==> config.mk <==
export PLATFORM = sky130hd
export DESIGN_NAME = ac_lockin_detector
export DESIGN_NICKNAME = d
export VERILOG_FILES = /design/src/rtl/ac_lockin_detector.sv
export SDC_FILE = /design/constraint.sdc
export NUM_CORES = 2
export LEC_CHECK = 0
export ABC_AREA = 0
export CAP_MARGIN = 20
export CORE_MARGIN = 2
export CORE_UTILIZATION = 65
export CTS_CLUSTER_SIZE = 10
export DETAILED_ROUTE_END_ITERATION = 10
export GPL_TIMING_DRIVEN = 0
export MAX_ROUTING_LAYER = met4
export PLACE_DENSITY = 0.85
export SYNTH_ARGS = -nofsm -noshare
export SYNTH_HDL_FRONTEND = slang
export SYNTH_SLANG_ARGS = --single-unit
==> constraint.sdc <==
create_clock -name clk -period 40.3 [get_ports clk]
set_clock_uncertainty 0.1 [all_clocks]
set_input_delay 6.045 -clock clk [delete_from_list [all_inputs] [get_ports clk]]
set_output_delay 6.045 -clock clk [all_outputs]
set_load 0.02 [all_outputs]
==> src/rtl/ac_lockin_detector.sv <==
// Lock-in detector: correlates a sampled voltage stream against an internal sine/cosine
// reference and reports in-phase, quadrature and DC sums over a programmed sample count.
module ac_lockin_detector #(
    parameter int DATA_W  = 16,
    parameter int PHASE_W = 16,
    parameter int NSAMP_W = 16,
    parameter int ACC_W   = 48
) (
    input  logic               clk,
    input  logic               rst,
    input  logic               start,
    input  logic               abort,
    input  logic [PHASE_W-1:0] phase_inc,
    input  logic [NSAMP_W-1:0] n_samples,
    input  logic [DATA_W-1:0]  offset,
    input  logic               s_valid,
    input  logic [DATA_W-1:0]  s_data,
    output logic               s_ready,
    output logic               busy,
    output logic               res_valid,
    output logic [ACC_W-1:0]   i_acc,
    output logic [ACC_W-1:0]   q_acc,
    output logic [ACC_W-1:0]   dc_acc
);
    localparam int DW = DATA_W + 1;
    localparam int PW = DATA_W + 17;

    typedef enum logic [1:0] {IDLE, RUN, DRAIN, DONE} state_t;

    state_t                 state;
    logic [PHASE_W-1:0]     phase, inc_r;
    logic [NSAMP_W-1:0]     count, n_r;
    logic [DATA_W-1:0]      off_r;
    logic [1:0]             drain_cnt;
    logic                   v0, v1, v2;
    logic [DATA_W-1:0]      x0;
    logic [5:0]             idx0;
    logic signed [DW-1:0]   diff1, d2;
    logic signed [15:0]     sin1, cos1;
    logic signed [PW-1:0]   pi2, pq2;
    logic                   accept;

    assign s_ready = (state == RUN);
    assign busy    = (state != IDLE);
    assign accept  = s_valid && s_ready;

    // Quarter-wave table folded by symmetry: LUT[32-k] = LUT[k], LUT[k+32] = -LUT[k].
    function automatic logic signed [15:0] lut(input logic [5:0] k);
        logic [4:0]         j;
        logic [5:0]         t;
        logic signed [15:0] v;
        j = k[4:0];
        t = 6'd32 - {1'b0, j};
        if (j > 5'd16) j = t[4:0];
        case (j)
            5'd0:    v = 16'sd0;
            5'd1:    v = 16'sd3212;
            5'd2:    v = 16'sd6393;
            5'd3:    v = 16'sd9512;
            5'd4:    v = 16'sd12539;
            5'd5:    v = 16'sd15446;
            5'd6:    v = 16'sd18204;
            5'd7:    v = 16'sd20787;
            5'd8:    v = 16'sd23170;
            5'd9:    v = 16'sd25329;
            5'd10:   v = 16'sd27245;
            5'd11:   v = 16'sd28898;
            5'd12:   v = 16'sd30273;
            5'd13:   v = 16'sd31356;
            5'd14:   v = 16'sd32137;
            5'd15:   v = 16'sd32609;
            5'd16:   v = 16'sd32767;
            default: v = 16'sd0;
        endcase
        return k[5] ? -v : v;
    endfunction

    always_ff @(posedge clk or posedge rst) begin
        if (rst) begin
            state     <= IDLE;
            phase     <= '0;
            inc_r     <= '0;
            count     <= '0;
            n_r       <= '0;
            off_r     <= '0;
            drain_cnt <= '0;
            v0        <= 1'b0;
            v1        <= 1'b0;
            v2        <= 1'b0;
            x0        <= '0;
            idx0      <= '0;
            diff1     <= '0;
            d2        <= '0;
            sin1      <= '0;
            cos1      <= '0;
            pi2       <= '0;
            pq2       <= '0;
            res_valid <= 1'b0;
            i_acc     <= '0;
            q_acc     <= '0;
            dc_acc    <= '0;
        end else begin
            // Pipeline advances every cycle; the valid tags gate accumulation.
            v0    <= 1'b0;
            v1    <= v0;
            diff1 <= DW'($signed(x0)) - DW'($signed(off_r));
            sin1  <= lut(idx0);
            cos1  <= lut(idx0 + 6'd16);
            v2    <= v1;
            pi2   <= PW'(diff1) * PW'(sin1);
            pq2   <= PW'(diff1) * PW'(cos1);
            d2    <= diff1;
            if (v2) begin
                i_acc  <= i_acc + ACC_W'(pi2);
                q_acc  <= q_acc + ACC_W'(pq2);
                dc_acc <= dc_acc + ACC_W'(d2);
            end
            res_valid <= 1'b0;

            case (state)
                IDLE: begin
                    if (start && !abort) begin
                        i_acc  <= '0;
                        q_acc  <= '0;
                        dc_acc <= '0;
                        phase  <= '0;
                        count  <= '0;
                        inc_r  <= phase_inc;
                        n_r    <= n_samples;
                        off_r  <= offset;
                        if (n_samples == '0) begin
                            state     <= DONE;
                            res_valid <= 1'b1;
                        end else begin
                            state <= RUN;
                        end
                    end
                end
                RUN: begin
                    if (abort) begin
                        state <= IDLE;
                        v0    <= 1'b0;
                        v1    <= 1'b0;
                        v2    <= 1'b0;
                    end else if (accept) begin
                        v0    <= 1'b1;
                        x0    <= s_data;
                        idx0  <= phase[PHASE_W-1 -: 6];
                        phase <= phase + inc_r;
                        count <= count + 1'b1;
                        if (count + 1'b1 == n_r) begin
                            state     <= DRAIN;
                            drain_cnt <= '0;
                        end
                    end
                end
                DRAIN: begin
                    // Final accumulate lands on the same edge that enters DONE.
                    if (abort) begin
                        state <= IDLE;
                        v0    <= 1'b0;
                        v1    <= 1'b0;
                        v2    <= 1'b0;
                    end else if (drain_cnt == 2'd2) begin
                        state     <= DONE;
                        res_valid <= 1'b1;
                    end else begin
                        drain_cnt <= drain_cnt + 1'b1;
                    end
                end
                DONE: state <= IDLE;
                default: state <= IDLE;
            endcase
        end
    end
endmodule

==> out/summary.md <==
The netlist area before placement was 44710 sq um; the count of flip-flops with a built-in enable after synthesis was 0. Post-CTS timing repair inserted 0 buffers for setup. The initial detailed-routing violation count was 3340; the final-layout setup total negative slack was 0 ps.

In the synthesized netlist the dominant register cell turns out to be dfrtp_1. When the netlist entered floorplanning its net count stood at 5921. The endpoint identified for the worst register-to-register timing path is pi2[32]$_DFF_PP0_. The run gives 4937 as the cell count after synthesis. Dominant cell by count in the synthesized netlist: inv_1.

The number of pins with negative max-slew slack in the final report was 0. The area growth from synthesis to layout was 10.80%; the adder-cell share of the synthesized area was 0.3496. Following the worst setup path forward leads to its endpoint at i_acc[38]$_DFF_PP0_. STA puts the critical path data arrival time at 9020 ps.

The post-route fraction of the period consumed by the critical path was 0.2145. Port buffering added 214 buffers. After detailed routing, the number of remaining DRC violations is 0. For the number of buffers between clock root and the deepest sink, the log shows 3.

The flow ran to the end, and the final reports show no timing, DRC or antenna violations. The detailed router placed 37174 vias in this run. Summed over all layers, the global routing overflow is 0. The wire-length estimate of the detail-placed layout is 103.8 mm.

The first global-routing pass estimated 205.8 mm of wire. After detailed routing, the average wire length per cell comes to 21.40 um. The logs give 96 for the row count and 99 for the count of cell types in the netlist. In this run, synthesis produced a sequential element count of 386.

The chip width came out at 266.3 um. Using the TritonRoute via totals, the vias-per-cell ratio works out to 6.086. The tools report the hold violation count in the final report as 0.

The critical setup path kind was input port to register. The clock latency on the worst-skew pair is 620 ps, and the share of Yosys cell area claimed by the top area cell type is 0.2494. Clock tree synthesis inserted a total of 48 buffers.

The xor-xnor portion of the synthesized cell area works out to 0.05388. The yosys synthesis warning count was 0; the layout cell share with drive strength beyond 1 was 0.02450. Setup repair after global routing left no endpoint under its margin.

The tightest slew margin relative to the limit came out at 0.2806. The H-tree depth reported by CTS came out at 2. STA classifies the critical path endpoint as a register. The net count of the finished layout is 6189. The share of async-settable or async-resettable flops after synthesis was 1.000. By area the synthesized netlist is led by fa_1, dfrtp_1, ha_1.

The final critical path time including I/O delays and setup is 8645 ps, and the length in cells of the worst reg-to-reg path is 23. The congestion estimate from routability-driven global placement came to 1.029. The die covers 70890 sq um. The mean area per synthesized cell came out at 9.055 sq um. After clock tree synthesis, the flow added hold-fix buffers numbering 0. The maximum operating frequency was 115.7 MHz; the combined global-route utilization of all metal layers was 0.3862. The data required time of the worst path is 40680 ps. At the pin with the least slew margin, the transition time is 1079 ps.

Sorting the synthesized cells by how often they occur yields inv_1, nand2_1, fa_1. The compound-cell area share of the yosys netlist is 0.1251. The number of antenna violations at the first check in global routing came out at 5.

In this run the standard cell core region covers 68350 sq um. The most critical setup path has its startpoint at start. The tree is rooted in a clkbuf_16.

The pre-antenna-repair detailed-routing pass consisted of 6 iterations. Share of synthesized area spent on multiplexers: 0.02203. TritonCTS built the clock tree. The cell type with the highest aggregate area in the netlist was fa_1. The starting density of the core was 0.6541. After synthesis, the largest family of logic cells by area is adder cells.

After clock tree synthesis, the clock-pin slew on the worst setup and hold paths is 60 ps. For the max capacitance violation total, the log shows 0. The via count of the first global-routing pass is 37713, and the height of the die is 266.3 um. The number of gates resized after CTS was 0.

Setup violations remaining at the end of the flow were counted as 0. For this block, the routed nets add up to 130.7 mm of wire. The sequential area share after synthesis was 0.2161. Entering global routing, the biggest net connects 129 pins. In this run the critical register-to-register path is launched from diff1[8]$_DFF_PP0_. The register-to-register setup slack is 32170 ps. The simple-gate area share of the yosys netlist was 0.1563; the post-detailed-route count of antenna-violating nets was 0. Along the worst path, the maximum fanout reaches 10.

The tools report the kind of start point of the critical path as an input port. The clock drives 386 sinks. Number of I/O pins: 216.

The path type of the worst min-delay path is register to register.
==> cell families after synthesis <==
family | count (synthesis)
buffers and inverters | 902
XOR/XNOR | 275
multiplexers | 97
adder cells (fa/ha/maj) | 915
AO/OA/AOI/OAI | 873
AND/OR/NAND/NOR | 1489
flip-flops | 386
==> cell usage in the layout, fill, tap and decap left out, types with 11 or more instances in the layout <==
master,count
fa_1,557
clkbuf_16,48
or3_1,11
o211ai_1,17
and3_1,20
o31ai_1,21
nor2b_1,22
xnor2_1,195
nand2b_1,43
nor2_1,298
inv_1,695
o22ai_1,14
nor3_1,44
o21a_1,22
mux2i_1,95
o21bai_1,40
a21boi_0,13
nand2_1,604
nand3_1,80
clkdlybuf4s50_1,214
a31oi_1,29
clkbuf_1,185
o21ai_0,195
dfrtp_1,386
and2_1,284
o21ai_1,12
a21o_1,119
ha_1,358
a21oi_1,256
xor2_1,80
a211oi_1,31
nand4_1,24
==> per-stage QoR <==
step / worst slack (ps) / cell area (sq um) / std cells / util / hold WS, ps
after floorplan: 23430 / 44710 / 4937 / - / 311.7
after global placement: 19000 / 47950 / 6033 / 0.7016 / 362.6
after detailed placement: 31030 / 48070 / 6037 / 0.7033 / 367.3
after CTS: 31700 / 49530 / 6106 / 0.7247 / 381.7
after global routing: 31520 / 49530 / 6107 / 0.7247 / 406.2
final: 31650 / 49540 / 6108 / 0.7248 / 378.1
==> metal layers <==
layer,GRT usage,vias up,part of all wire
met5,-,-,0
met4,0.2135,0,0.072
met3,0.06839,512,0.090
met2,0.5829,1847,0.45
met1,0.4973,18329,0.39
li1,-,16486,-
==> state kept, by name (all words and copies together) (netlist names), 16 cells and up <==
name and flops:
cos1 16, count 16, d2 17, dc_acc 48
diff1 17, i_acc 48, inc_r 16, n_r 16
off_r 16, phase 16, pi2 33, pq2 33
q_acc 48, sin1 16, x0 16
==> critical path, stage by stage <==
cell             delay [ps]
clkdlybuf4s50_1         510
nand2b_1                170
nor2_1                  300
clkbuf_1                630
clkbuf_1                660
clkbuf_1                570
nor2_1                  120
==> how the worst min path moves through the flow <==
stage                          from              endpoint  slack (ps)  depth (start not counted)
2_1_floorplan    diff1[0]$_DFF_PP0_       d2[0]$_DFF_PP0_         310                          0
3_3_place_gp   inc_r[6]$_DFFE_PP0P_  inc_r[6]$_DFFE_PP0P_         360                          2
3_5_place_dp   inc_r[9]$_DFFE_PP0P_  inc_r[9]$_DFFE_PP0P_         370                          2
4_1_cts        inc_r[9]$_DFFE_PP0P_  inc_r[9]$_DFFE_PP0P_         380                          2
5_1_grt        inc_r[7]$_DFFE_PP0P_  inc_r[7]$_DFFE_PP0P_         410                          2
6_report       inc_r[7]$_DFFE_PP0P_  inc_r[7]$_DFFE_PP0P_         380                          2
==> area by class of cell <==
| type | count | area, sq um |
|---|---|---|
| Tap cell | 882 | 1104 |
| Buffer | 205 | 828.3 |
| Multi-Input combinational cell | 3649 | 31600 |
| Clock inverter | 9 | 145.1 |
| Clock buffer | 60 | 1316 |
| Inverter | 697 | 2624 |
| Sequential cell | 386 | 9659 |
| Antenna cell | 2 | 5.005 |
| Timing Repair Buffer | 218 | 2252 |
| Fill cell | 5096 | 18810 |
Power is not shown: default switching activity piles up to over one toggle a cycle in this logic, so the estimate is an artifact.
